`src/rtl/pipeline_hazard_ctrl_pkg.sv`:
```
// Shared definitions for the hazard controller: opcodes, FSM encoding, bubble NOP fields.
// Latency: n/a (constants, types and a pure helper function).
// Backpressure: n/a.
package pipeline_hazard_ctrl_pkg;

  // Opcode constants of the base ISA seen in EX.
  localparam logic [6:0] OPC_LOAD   = 7'b0000011;
  localparam logic [6:0] OPC_STORE  = 7'b0100011;
  localparam logic [6:0] OPC_BRANCH = 7'b1100011;
  localparam logic [6:0] OPC_OP     = 7'b0110011;
  localparam logic [6:0] OPC_OP_IMM = 7'b0010011;

  // Field values the ID/EX register loads when bubble_idex is asserted.
  localparam logic [6:0] NOP_OP       = 7'b0000000;
  localparam logic       NOP_REGWRITE = 1'b0;
  localparam logic       NOP_IS_AI    = 1'b0;

  // AI launch sequencer: one bit of state.
  typedef enum logic {
    ST_IDLE = 1'b0,
    ST_BUSY = 1'b1
  } state_t;

  // True when an ID source operand is actually read and names the EX destination.
  function automatic logic src_hit(input logic use_src, input logic [4:0] src,
                                   input logic [4:0] rd);
    return use_src && (src == rd);
  endfunction

endpackage

```
`src/rtl/pipeline_hazard_ctrl_if.sv`:
```
// Hazard controller bundle: ID/EX hazard inputs, AI done, and all stall/flush/AI outputs.
// Latency: n/a (wires only).
// Backpressure: n/a; master = pipeline side that drives hazard inputs, slave = controller.
interface pipeline_hazard_ctrl_if #(
  parameter int CNT_W = 16
);
  logic [4:0]       rs1_id;
  logic [4:0]       rs2_id;
  logic             use_rs1_id;
  logic             use_rs2_id;
  logic [4:0]       rd_ex;
  logic [6:0]       op_ex;
  logic             regwrite_ex;
  logic             is_ai_ex;
  logic             branch_taken_ex;
  logic             ai_done;
  logic             stall_pc;
  logic             stall_ifid;
  logic             flush_ifid;
  logic             stall_idex;
  logic             bubble_idex;
  logic             ai_start;
  logic             ai_busy;
  logic             ai_error;
  logic [CNT_W-1:0] stall_cnt;

  modport master (
    output rs1_id, rs2_id, use_rs1_id, use_rs2_id, rd_ex, op_ex, regwrite_ex,
           is_ai_ex, branch_taken_ex, ai_done,
    input  stall_pc, stall_ifid, flush_ifid, stall_idex, bubble_idex,
           ai_start, ai_busy, ai_error, stall_cnt
  );

  modport slave (
    input  rs1_id, rs2_id, use_rs1_id, use_rs2_id, rd_ex, op_ex, regwrite_ex,
           is_ai_ex, branch_taken_ex, ai_done,
    output stall_pc, stall_ifid, flush_ifid, stall_idex, bubble_idex,
           ai_start, ai_busy, ai_error, stall_cnt
  );
endinterface

```
`src/rtl/pipeline_hazard_ctrl_stall_counter.sv`:
```
// Saturating up-counter with enable, used for stall-cycle performance monitoring.
// Latency: count reflects enables up to the previous clock edge.
// Backpressure: none; holds at all-ones once saturated.
module pipeline_hazard_ctrl_stall_counter #(
  parameter int W = 16
) (
  input  logic         clk,
  input  logic         reset_n,
  input  logic         en,
  output logic [W-1:0] cnt
);

  always_ff @(posedge clk or negedge reset_n) begin
    if (!reset_n) begin
      cnt <= '0;
    end else if (en && (cnt != '1)) begin
      cnt <= cnt + W'(1);
    end
  end

endmodule

```
`src/rtl/pipeline_hazard_ctrl.sv`:
```
// Stall/flush sequencer beside IF/ID and ID/EX: load-use, taken branch, AI launch/wait/timeout.
// Latency: all hazard outputs combinational from FSM state and inputs; ai_error/stall_cnt registered.
// Backpressure: freezes PC, IF/ID, ID/EX while an AI op runs; released by ai_done or timeout.
module pipeline_hazard_ctrl
  import pipeline_hazard_ctrl_pkg::*;
#(
  parameter int         AI_TIMEOUT = 64,
  parameter int         CNT_W      = 16,
  parameter logic [6:0] OP_LOAD    = OPC_LOAD
) (
  input  logic                   clk,
  input  logic                   reset_n,
  pipeline_hazard_ctrl_if.slave  hz
);

  localparam int TO_W = $clog2(AI_TIMEOUT);

  state_t          state;
  logic [TO_W-1:0] to_cnt;
  logic            err_q;
  logic            load_use;
  logic            timeout;
  logic            stall_pc;
  logic            stall_ifid;
  logic            flush_ifid;
  logic            stall_idex;
  logic            bubble_idex;
  logic            ai_start;

  assign load_use = (hz.op_ex == OP_LOAD) && hz.regwrite_ex && (hz.rd_ex != 5'd0) &&
                    (src_hit(hz.use_rs1_id, hz.rs1_id, hz.rd_ex) ||
                     src_hit(hz.use_rs2_id, hz.rs2_id, hz.rd_ex));

  // Last permitted BUSY cycle with no completion: release and flag the error.
  assign timeout = (state == ST_BUSY) && !hz.ai_done &&
                   (to_cnt == TO_W'(AI_TIMEOUT - 1));

  // Priority: AI (launch or busy) > taken branch > load-use.
  always_comb begin
    stall_pc    = 1'b0;
    stall_ifid  = 1'b0;
    flush_ifid  = 1'b0;
    stall_idex  = 1'b0;
    bubble_idex = 1'b0;
    ai_start    = 1'b0;
    if (state == ST_BUSY) begin
      // On done or timeout every stall drops so the AI op leaves EX this cycle.
      if (!hz.ai_done && !timeout) begin
        stall_pc   = 1'b1;
        stall_ifid = 1'b1;
        stall_idex = 1'b1;
      end
    end else if (hz.is_ai_ex) begin
      ai_start   = 1'b1;
      stall_pc   = 1'b1;
      stall_ifid = 1'b1;
      stall_idex = 1'b1;
    end else if (hz.branch_taken_ex) begin
      // PC takes the branch target, so no PC stall; the younger ops are squashed.
      flush_ifid  = 1'b1;
      bubble_idex = 1'b1;
    end else if (load_use) begin
      // ID/EX is not held: the bubble replaces the consumer while the load moves on.
      stall_pc    = 1'b1;
      stall_ifid  = 1'b1;
      bubble_idex = 1'b1;
    end
  end

  always_ff @(posedge clk or negedge reset_n) begin
    if (!reset_n) begin
      state  <= ST_IDLE;
      to_cnt <= '0;
      err_q  <= 1'b0;
    end else begin
      case (state)
        ST_IDLE: begin
          if (hz.is_ai_ex) begin
            state  <= ST_BUSY;
            to_cnt <= '0;
          end
        end
        ST_BUSY: begin
          if (hz.ai_done) begin
            state <= ST_IDLE;
          end else if (timeout) begin
            state <= ST_IDLE;
            err_q <= 1'b1;
          end else begin
            to_cnt <= to_cnt + TO_W'(1);
          end
        end
        default: state <= ST_IDLE;
      endcase
    end
  end

  pipeline_hazard_ctrl_stall_counter #(
    .W (CNT_W)
  ) u_stall_cnt (
    .clk     (clk),
    .reset_n (reset_n),
    .en      (stall_pc),
    .cnt     (hz.stall_cnt)
  );

  assign hz.stall_pc    = stall_pc;
  assign hz.stall_ifid  = stall_ifid;
  assign hz.flush_ifid  = flush_ifid;
  assign hz.stall_idex  = stall_idex;
  assign hz.bubble_idex = bubble_idex;
  assign hz.ai_start    = ai_start;
  assign hz.ai_busy     = (state == ST_BUSY);
  assign hz.ai_error    = err_q;

endmodule

```
`src/flat_wrapper.sv`:
```
// flat-port wrapper written by rule: the top's interface ports become plain ports
module pipeline_hazard_ctrl_flat import pipeline_hazard_ctrl_pkg::*;
#(
  parameter int         AI_TIMEOUT = 64,
  parameter int         CNT_W      = 16,
  parameter logic [6:0] OP_LOAD    = OPC_LOAD
)
  (clk, reset_n, hz_rs1_id, hz_rs2_id, hz_use_rs1_id, hz_use_rs2_id, hz_rd_ex, hz_op_ex, hz_regwrite_ex, hz_is_ai_ex, hz_branch_taken_ex, hz_ai_done, hz_stall_pc, hz_stall_ifid, hz_flush_ifid, hz_stall_idex, hz_bubble_idex, hz_ai_start, hz_ai_busy, hz_ai_error, hz_stall_cnt);
  pipeline_hazard_ctrl_if #(.CNT_W(CNT_W)) hz_i ();
  input  logic clk;
  input  logic reset_n;
  input wire logic [$bits(hz_i.rs1_id)-1:0] hz_rs1_id;
  input wire logic [$bits(hz_i.rs2_id)-1:0] hz_rs2_id;
  input wire logic [$bits(hz_i.use_rs1_id)-1:0] hz_use_rs1_id;
  input wire logic [$bits(hz_i.use_rs2_id)-1:0] hz_use_rs2_id;
  input wire logic [$bits(hz_i.rd_ex)-1:0] hz_rd_ex;
  input wire logic [$bits(hz_i.op_ex)-1:0] hz_op_ex;
  input wire logic [$bits(hz_i.regwrite_ex)-1:0] hz_regwrite_ex;
  input wire logic [$bits(hz_i.is_ai_ex)-1:0] hz_is_ai_ex;
  input wire logic [$bits(hz_i.branch_taken_ex)-1:0] hz_branch_taken_ex;
  input wire logic [$bits(hz_i.ai_done)-1:0] hz_ai_done;
  output wire logic [$bits(hz_i.stall_pc)-1:0] hz_stall_pc;
  output wire logic [$bits(hz_i.stall_ifid)-1:0] hz_stall_ifid;
  output wire logic [$bits(hz_i.flush_ifid)-1:0] hz_flush_ifid;
  output wire logic [$bits(hz_i.stall_idex)-1:0] hz_stall_idex;
  output wire logic [$bits(hz_i.bubble_idex)-1:0] hz_bubble_idex;
  output wire logic [$bits(hz_i.ai_start)-1:0] hz_ai_start;
  output wire logic [$bits(hz_i.ai_busy)-1:0] hz_ai_busy;
  output wire logic [$bits(hz_i.ai_error)-1:0] hz_ai_error;
  output wire logic [$bits(hz_i.stall_cnt)-1:0] hz_stall_cnt;
  assign hz_i.rs1_id = hz_rs1_id;
  assign hz_i.rs2_id = hz_rs2_id;
  assign hz_i.use_rs1_id = hz_use_rs1_id;
  assign hz_i.use_rs2_id = hz_use_rs2_id;
  assign hz_i.rd_ex = hz_rd_ex;
  assign hz_i.op_ex = hz_op_ex;
  assign hz_i.regwrite_ex = hz_regwrite_ex;
  assign hz_i.is_ai_ex = hz_is_ai_ex;
  assign hz_i.branch_taken_ex = hz_branch_taken_ex;
  assign hz_i.ai_done = hz_ai_done;
  assign hz_stall_pc = hz_i.stall_pc;
  assign hz_stall_ifid = hz_i.stall_ifid;
  assign hz_flush_ifid = hz_i.flush_ifid;
  assign hz_stall_idex = hz_i.stall_idex;
  assign hz_bubble_idex = hz_i.bubble_idex;
  assign hz_ai_start = hz_i.ai_start;
  assign hz_ai_busy = hz_i.ai_busy;
  assign hz_ai_error = hz_i.ai_error;
  assign hz_stall_cnt = hz_i.stall_cnt;
  pipeline_hazard_ctrl #(.AI_TIMEOUT(AI_TIMEOUT), .CNT_W(CNT_W), .OP_LOAD(OP_LOAD)) u_core (.clk(clk), .reset_n(reset_n), .hz(hz_i));
endmodule
```
`config.mk`:
```
export PLATFORM = sky130hd
export DESIGN_NAME = pipeline_hazard_ctrl_flat
export DESIGN_NICKNAME = d
export VERILOG_FILES = /design/src/rtl/pipeline_hazard_ctrl_pkg.sv /design/src/rtl/pipeline_hazard_ctrl_if.sv /design/src/rtl/pipeline_hazard_ctrl_stall_counter.sv /design/src/rtl/pipeline_hazard_ctrl.sv /design/src/flat_wrapper.sv
export SDC_FILE = /design/constraint.sdc
export NUM_CORES = 1
export LEC_CHECK = 0
export CORE_MARGIN = 1
export CORE_UTILIZATION = 36
export CTS_CLUSTER_SIZE = 24
export DETAILED_ROUTE_END_ITERATION = 8
export PLACE_DENSITY = 0.68
export SYNTH_ARGS = -nofsm -noshare
export SYNTH_HDL_FRONTEND = slang
export SYNTH_SLANG_ARGS = --single-unit
export TNS_END_PERCENT = 5
```
`constraint.sdc`:
```
create_clock -name clk -period 1.7 [get_ports clk]
set_input_delay 0.17 -clock clk [delete_from_list [all_inputs] [get_ports clk]]
set_output_delay 0.17 -clock clk [all_outputs]
set_load 0.1 [all_outputs]
```
== After elaboration in Yosys (flattened, before gate mapping) ==
Cells that the tools add are included.

* Add/subtract/negate cells: 2
* $mul: 0
* Div/mod/pow operators: 0
* Magnitude comparators: 0
* Eq/ne operators: 8
* Shift operators: 0
* Muxes and demuxes: 21
* Bitwise operators: 2
* Reduce and logical (&&, ||, !) cells: 15

{| class="wikitable"
|+ Operator list
! kind !! number
|-
| 6-bit 2-to-1 mux || 3
|-
| 16-bit by 1-bit adder with 16-bit output, second input constant || 1
|-
| 1-bit 2-to-1 mux || 16
|-
| 16-bit != test, second input constant || 1
|-
| 6-bit case mux with 2 select lines || 1
|-
| 5-bit == test || 2
|-
| 1-bit logical AND || 9
|-
| 7-bit by 2-bit == test with 1-bit output, second input constant || 1
|-
| 6-bit by 1-bit adder with 6-bit output, second input constant || 1
|-
| 6-bit == test, second input constant || 1
|-
| 2-bit != test, second input constant || 3
|-
| 3-bit AND reduction || 2
|-
| 5-bit nonzero test || 1
|-
| 1-bit logical NOT || 2
|-
| 1-bit NOT || 2
|-
| 1-bit case mux with 2 select lines || 1
|-
| 1-bit logical OR || 1
|}

* Register bits: 24
* Latch bits: 0
* Bits in writable memories: 0
* Bits in read-only memories: 0
* Bits of input ports: 30
* Word-level logic and storage cells: 52
* Memories: 0

== Depth between registers and ports, before layout ==
* Word-level depth: 9
* Depth in mapped cells: 9

== Modules after synthesis ==
Synthesis repeated with hierarchy kept, for this count alone.

* Cells, all modules: 137
* Area, all modules: 1443.9 µm²

{| class="wikitable"
|+ Modules (own cells, without submodules)
! module !! times used !! cells an instance !! area an instance (µm²) !! seq. area each (µm²)
|-
| pipeline_hazard_ctrl_stall_counter || 1 || 72 || 859.6 || 400.4
|-
| pipeline_hazard_ctrl || 1 || 65 || 584.3 || 200.2
|}

== Worst setup path before layout ==
No wires, ideal clock.

* Path type: register to output
* From: register u_core.state (netlist: u_core.hz.ai_busy)
* To: output port hz_stall_pc
* Arrival time: 3.951 ns
* Required time: 1.530 ns
* Path slack: -2.421 ns
* Cell stages (with the launch flop): 9
* Path buffers: 4
* Path through: dfrtp_1 > nor2b_1 > clkbuf_1 > or2_1 > buf_2 > a21oi_4 > buf_6 > inv_1 > buf_4

* Cells in the longest elaborated chain, start to end: 6

{| class="wikitable"
|+ Ends and longest elaborated chain
! item !! RTL line !! RTL
|-
| start, declared || pipeline_hazard_ctrl.sv:18 || <nowiki>state_t state;</nowiki>
|-
| start signal, assigned || pipeline_hazard_ctrl.sv:72 || <nowiki>state <= ST_IDLE;</nowiki>
|-
| start signal, assigned || pipeline_hazard_ctrl.sv:79 || <nowiki>state <= ST_BUSY;</nowiki>
|-
| start signal, assigned || pipeline_hazard_ctrl.sv:85 || <nowiki>state <= ST_IDLE;</nowiki>
|-
| 1-bit logical AND (2 in a row) || pipeline_hazard_ctrl.sv:35 || <nowiki>assign timeout = (state == ST_BUSY) && !hz.ai_done &&</nowiki>
|-
| 1-bit logical NOT || pipeline_hazard_ctrl.sv:48 || <nowiki>if (!hz.ai_done && !timeout) begin</nowiki>
|-
| 1-bit logical AND || pipeline_hazard_ctrl.sv:48 ||
|-
| 1-bit 2-to-1 mux || - ||
|-
| 1-bit 2-to-1 mux * || - ||
|-
| end, declared || flat_wrapper.sv:22 || <nowiki>output wire logic [$bits(hz_i.stall_pc)-1:0] hz_stall_pc;</nowiki>
|}

Mark *: on every way between the ends. The rest lies on a longest branch, timed or not.

== Final worst setup path ==
* From: register u_core.to_cnt[1]
* To: output port hz_stall_ifid

* Cells in the longest elaborated chain, start to end: 6

{| class="wikitable"
|+ Ends and longest elaborated chain
! item !! RTL line !! RTL
|-
| start, declared || pipeline_hazard_ctrl.sv:19 || <nowiki>logic [TO_W-1:0] to_cnt;</nowiki>
|-
| start signal, assigned || pipeline_hazard_ctrl.sv:90 || <nowiki>to_cnt <= to_cnt + TO_W'(1);</nowiki>
|-
| 6-bit == test || pipeline_hazard_ctrl.sv:36 || <nowiki>(to_cnt == TO_W'(AI_TIMEOUT - 1));</nowiki>
|-
| 1-bit logical AND || pipeline_hazard_ctrl.sv:35 ||
|-
| 1-bit logical NOT || pipeline_hazard_ctrl.sv:48 ||
|-
| 1-bit logical AND || pipeline_hazard_ctrl.sv:48 ||
|-
| 1-bit 2-to-1 mux || pipeline_hazard_ctrl.sv:48 ||
|-
| 1-bit 2-to-1 mux || pipeline_hazard_ctrl.sv:46 || <nowiki>if (state == ST_BUSY) begin</nowiki>
|-
| end, declared || flat_wrapper.sv:23 || <nowiki>output wire logic [$bits(hz_i.stall_ifid)-1:0] hz_stall_ifid;</nowiki>
|}

No other way between the ends.

==> flow_metrics.tcl <==
set metrics [dict create \
    slew_violations 0 \
    synth_top_area_cell "dfrtp_1" \
    synth_enable_flop_cells 0 \
    drv_cap 0 \
    finalSetupViolCount 21 \
    hold_class "in2async" \
    viasPerCell 4.810 \
    ys_top_cells_by_area "dfrtp_1 (43%), xor2_1 (12%), xnor2_1 (6.8%)" \
    nNetsFinal 275 \
    timing.final.crit_share 1.199 \
    core_area_um2 3716 \
    synth_seq_cells 24 \
    grt_max_degree 15 \
    antenna_cells 0 \
    yosysWarnings 0 \
    drive_gt1_frac 0.4628 \
    hpwl_um 3058 \
    timing.final.ws_setup_ns -0.3387 \
    rsz0062_at_grt "true" \
    grt_overflow 0 \
    synthTopCellsByCount "dfrtp_1 (24), xor2_1 (19), xnor2_1 (11)" \
    synth_top_area_share 0.4259 \
    timing.fmax_mhz 490.5 \
    synth_ff_type "dfrtp_1" \
    cts_sinks 24 \
    slew_headroom 0.7352 \
    ys_types 37 \
    clk_pin_slew_ns 0.09 \
    ant_nets 0 \
    antenna_found_initial 0 \
    worstPathArrival_ns 1.87 \
    grt_pass1_vias 1427 \
    dp.cells 276 \
    finalPower_w 0.004017 \
    cts_tree "built" \
    fin_worst_skew_ns 0.008001 \
    vias 1395 \
    final-hold-violation-count 0 \
    fp-row-count 22 \
    cp-end-kind "output pin" \
    die_y_um 64.59 \
    avgSynthCellArea_um2 10.07 \
    clock_latency_ns 0.27 \
    clockBufferDepth 2 \
    syn_nets 172 \
    ioPinCount 54 \
    numPortBuffers 53 \
    htree_levels 1 \
    synth.cell_area_um2 1410 \
    fin_crit_ns 2.039 \
    grt_pass1_wl_um 6327 \
    path_max_fanout 2 \
    status "complete, but fails checks" \
    gp_congestion 0.8547 \
    power_density_nw_per_um2 1446 \
    fin_cells 290 \
    synth_most_common_cell "dfrtp_1" \
    drt-initial-drc-count 39 \
    netlist_instances 140 \
    holdBufCountCts 0 \
    first_pass_iters 4 \
    ir_drop_v 0.001744 \
    drc_errors 0 \
    crit_type "reg2out" \
    chipWidth_um 64.59 \
    die_area_um2 4171 \
    initial_utilization 0.3795 \
    worstMarginPinSlew_ns 0.3960 \
    violations "setup timing" \
    async_flop_share 1.000 \
    area_growth_pct 96.98 \
    grt_use_total 0.1967 \
    critPathLaunchType "flop" \
    cts_inserted_buffers 3 \
    drt_wl_total_um 4019 \
    yosysSeqAreaShare 0.4259 \
    cp.required_ns 1.53 \
    cts_root_buffer "clkbuf_8" \
    wl_per_cell_um 13.86 \
    p_leak_nw 1.263 \
]
what timing repair did:
action                     CTS  global route
resized for setup           26             2
setup endpoints to repair   22            24
pin swaps                   12             5
setup buffers                4             6
kinds of logic (layout without fill, tap and decap cells):
logic type,after synthesis,after routing,share of synthesized area
buffers and inverters,10,112,0.04170
adder cells (fa/ha/maj),2,2,0.01774
XOR/XNOR,30,30,0.1863
flip-flops,24,24,0.4259
AND/OR/NAND/NOR,64,64,0.2662
multiplexers,1,1,0.01064
AO/OA/AOI/OAI,9,9,0.05147
final timing paths:
path	start	endpoint	slack (ns)	cells after the start
min in group clk	u_core.hz.ai_error$_DFFE_PN0P_	u_core.hz.ai_error$_DFFE_PN0P_	0.48	1
worst max-delay path	u_core.to_cnt[1]$_DFFE_PN0P_	hz_stall_ifid	-0.34	7
worst min-delay path	reset_n	u_core.hz.ai_error$_DFFE_PN0P_	0.18	1
worst max register to register	u_core.to_cnt[1]$_DFFE_PN0P_	u_core.u_stall_cnt.cnt[5]$_DFFE_PN0P_	-0.24	9
worst min register to register	u_core.hz.ai_error$_DFFE_PN0P_	u_core.hz.ai_error$_DFFE_PN0P_	0.48	1
max in group asynchronous	reset_n	u_core.u_stall_cnt.cnt[8]$_DFFE_PN0P_	1.04	2
power breakdown:
group / internal, W / switching, W
clock: 0.000315 / 0.000177
sequential: 0.000725 / 0.0000879
combinational: 0.00106 / 0.00165
total: 0.00210 / 0.00191
state kept, by name, summed over array words and instances, names as in the netlist:
signal / count
u_core.to_cnt: 6
u_core.u_stall_cnt.cnt: 16
u_core.hz.ai_busy: 1
u_core.hz.ai_error: 1
critical path: stages (launching register included):
cell        delay (ns)
dfrtp_1           0.37
ha_2              0.19
and4_4            0.21
a21oi_2           0.06
or2_4             0.25
a21oi_4           0.17
clkinvlp_4        0.17
buf_12            0.19
cell usage in the layout, fill, tap and decap left out, types with 2 or more instances in the layout:
master	count
and3_4	2
xor2_1	19
nor2b_1	2
o21ai_0	2
dlygate4sd2_1	3
and3_1	4
dfrtp_1	23
and4_1	2
clkbuf_8	3
clkdlybuf4s50_1	26
nor4_4	2
nor3_2	11
buf_4	52
nand3_1	9
nand2b_1	3
nor2_1	6
nand2_1	10
inv_1	2
nand4_1	4
xnor2_1	10
buf_12	23
layout make-up:
type | instances | area, µm²
timing repair buffer | 105 | 1149
multi-input combinational | 106 | 878.3
tap | 48 | 60.06
fill | 253 | 938.4
inverter | 3 | 15.01
clock inverter | 1 | 30.03
sequential | 24 | 604.3
clock buffer | 3 | 41.29
metrics by stage:
| step | utilization | cell area, µm² | worst slack (ns) | hold WS (ns) | setup TNS (ns) |
|---|---|---|---|---|---|
| 6_report | 0.7475 | 2778 | -0.3387 | 0.1838 | -4.241 |
| 5_1_grt | 0.7475 | 2778 | -0.4060 | 0.2097 | -6.096 |
| 4_1_cts | 0.7330 | 2724 | -0.3384 | 0.1952 | -4.388 |
| 3_5_place_dp | 0.6744 | 2506 | -0.6451 | 0.4695 | -11.16 |
| 3_3_place_gp | 0.6744 | 2506 | -0.6085 | 0.4517 | -10.27 |
| 2_1_floorplan | - | 1458 | -1.026 | -0.1256 | -14.94 |
per-layer routing:
| metal | GRT usage | up-vias | wire, µm | part of all wire |
|---|---|---|---|---|
| met5 | 0 | - | 0 | 0 |
| met3 | 0.04401 | 4 | 148 | 0.037 |
| met1 | 0.2168 | 674 | 1600 | 0.40 |
| li1 | - | 687 | - | - |
| met4 | 0.05556 | 0 | 24 | 0.0060 |
| met2 | 0.3724 | 30 | 2245 | 0.56 |
Power figures use the tool's default switching activity.
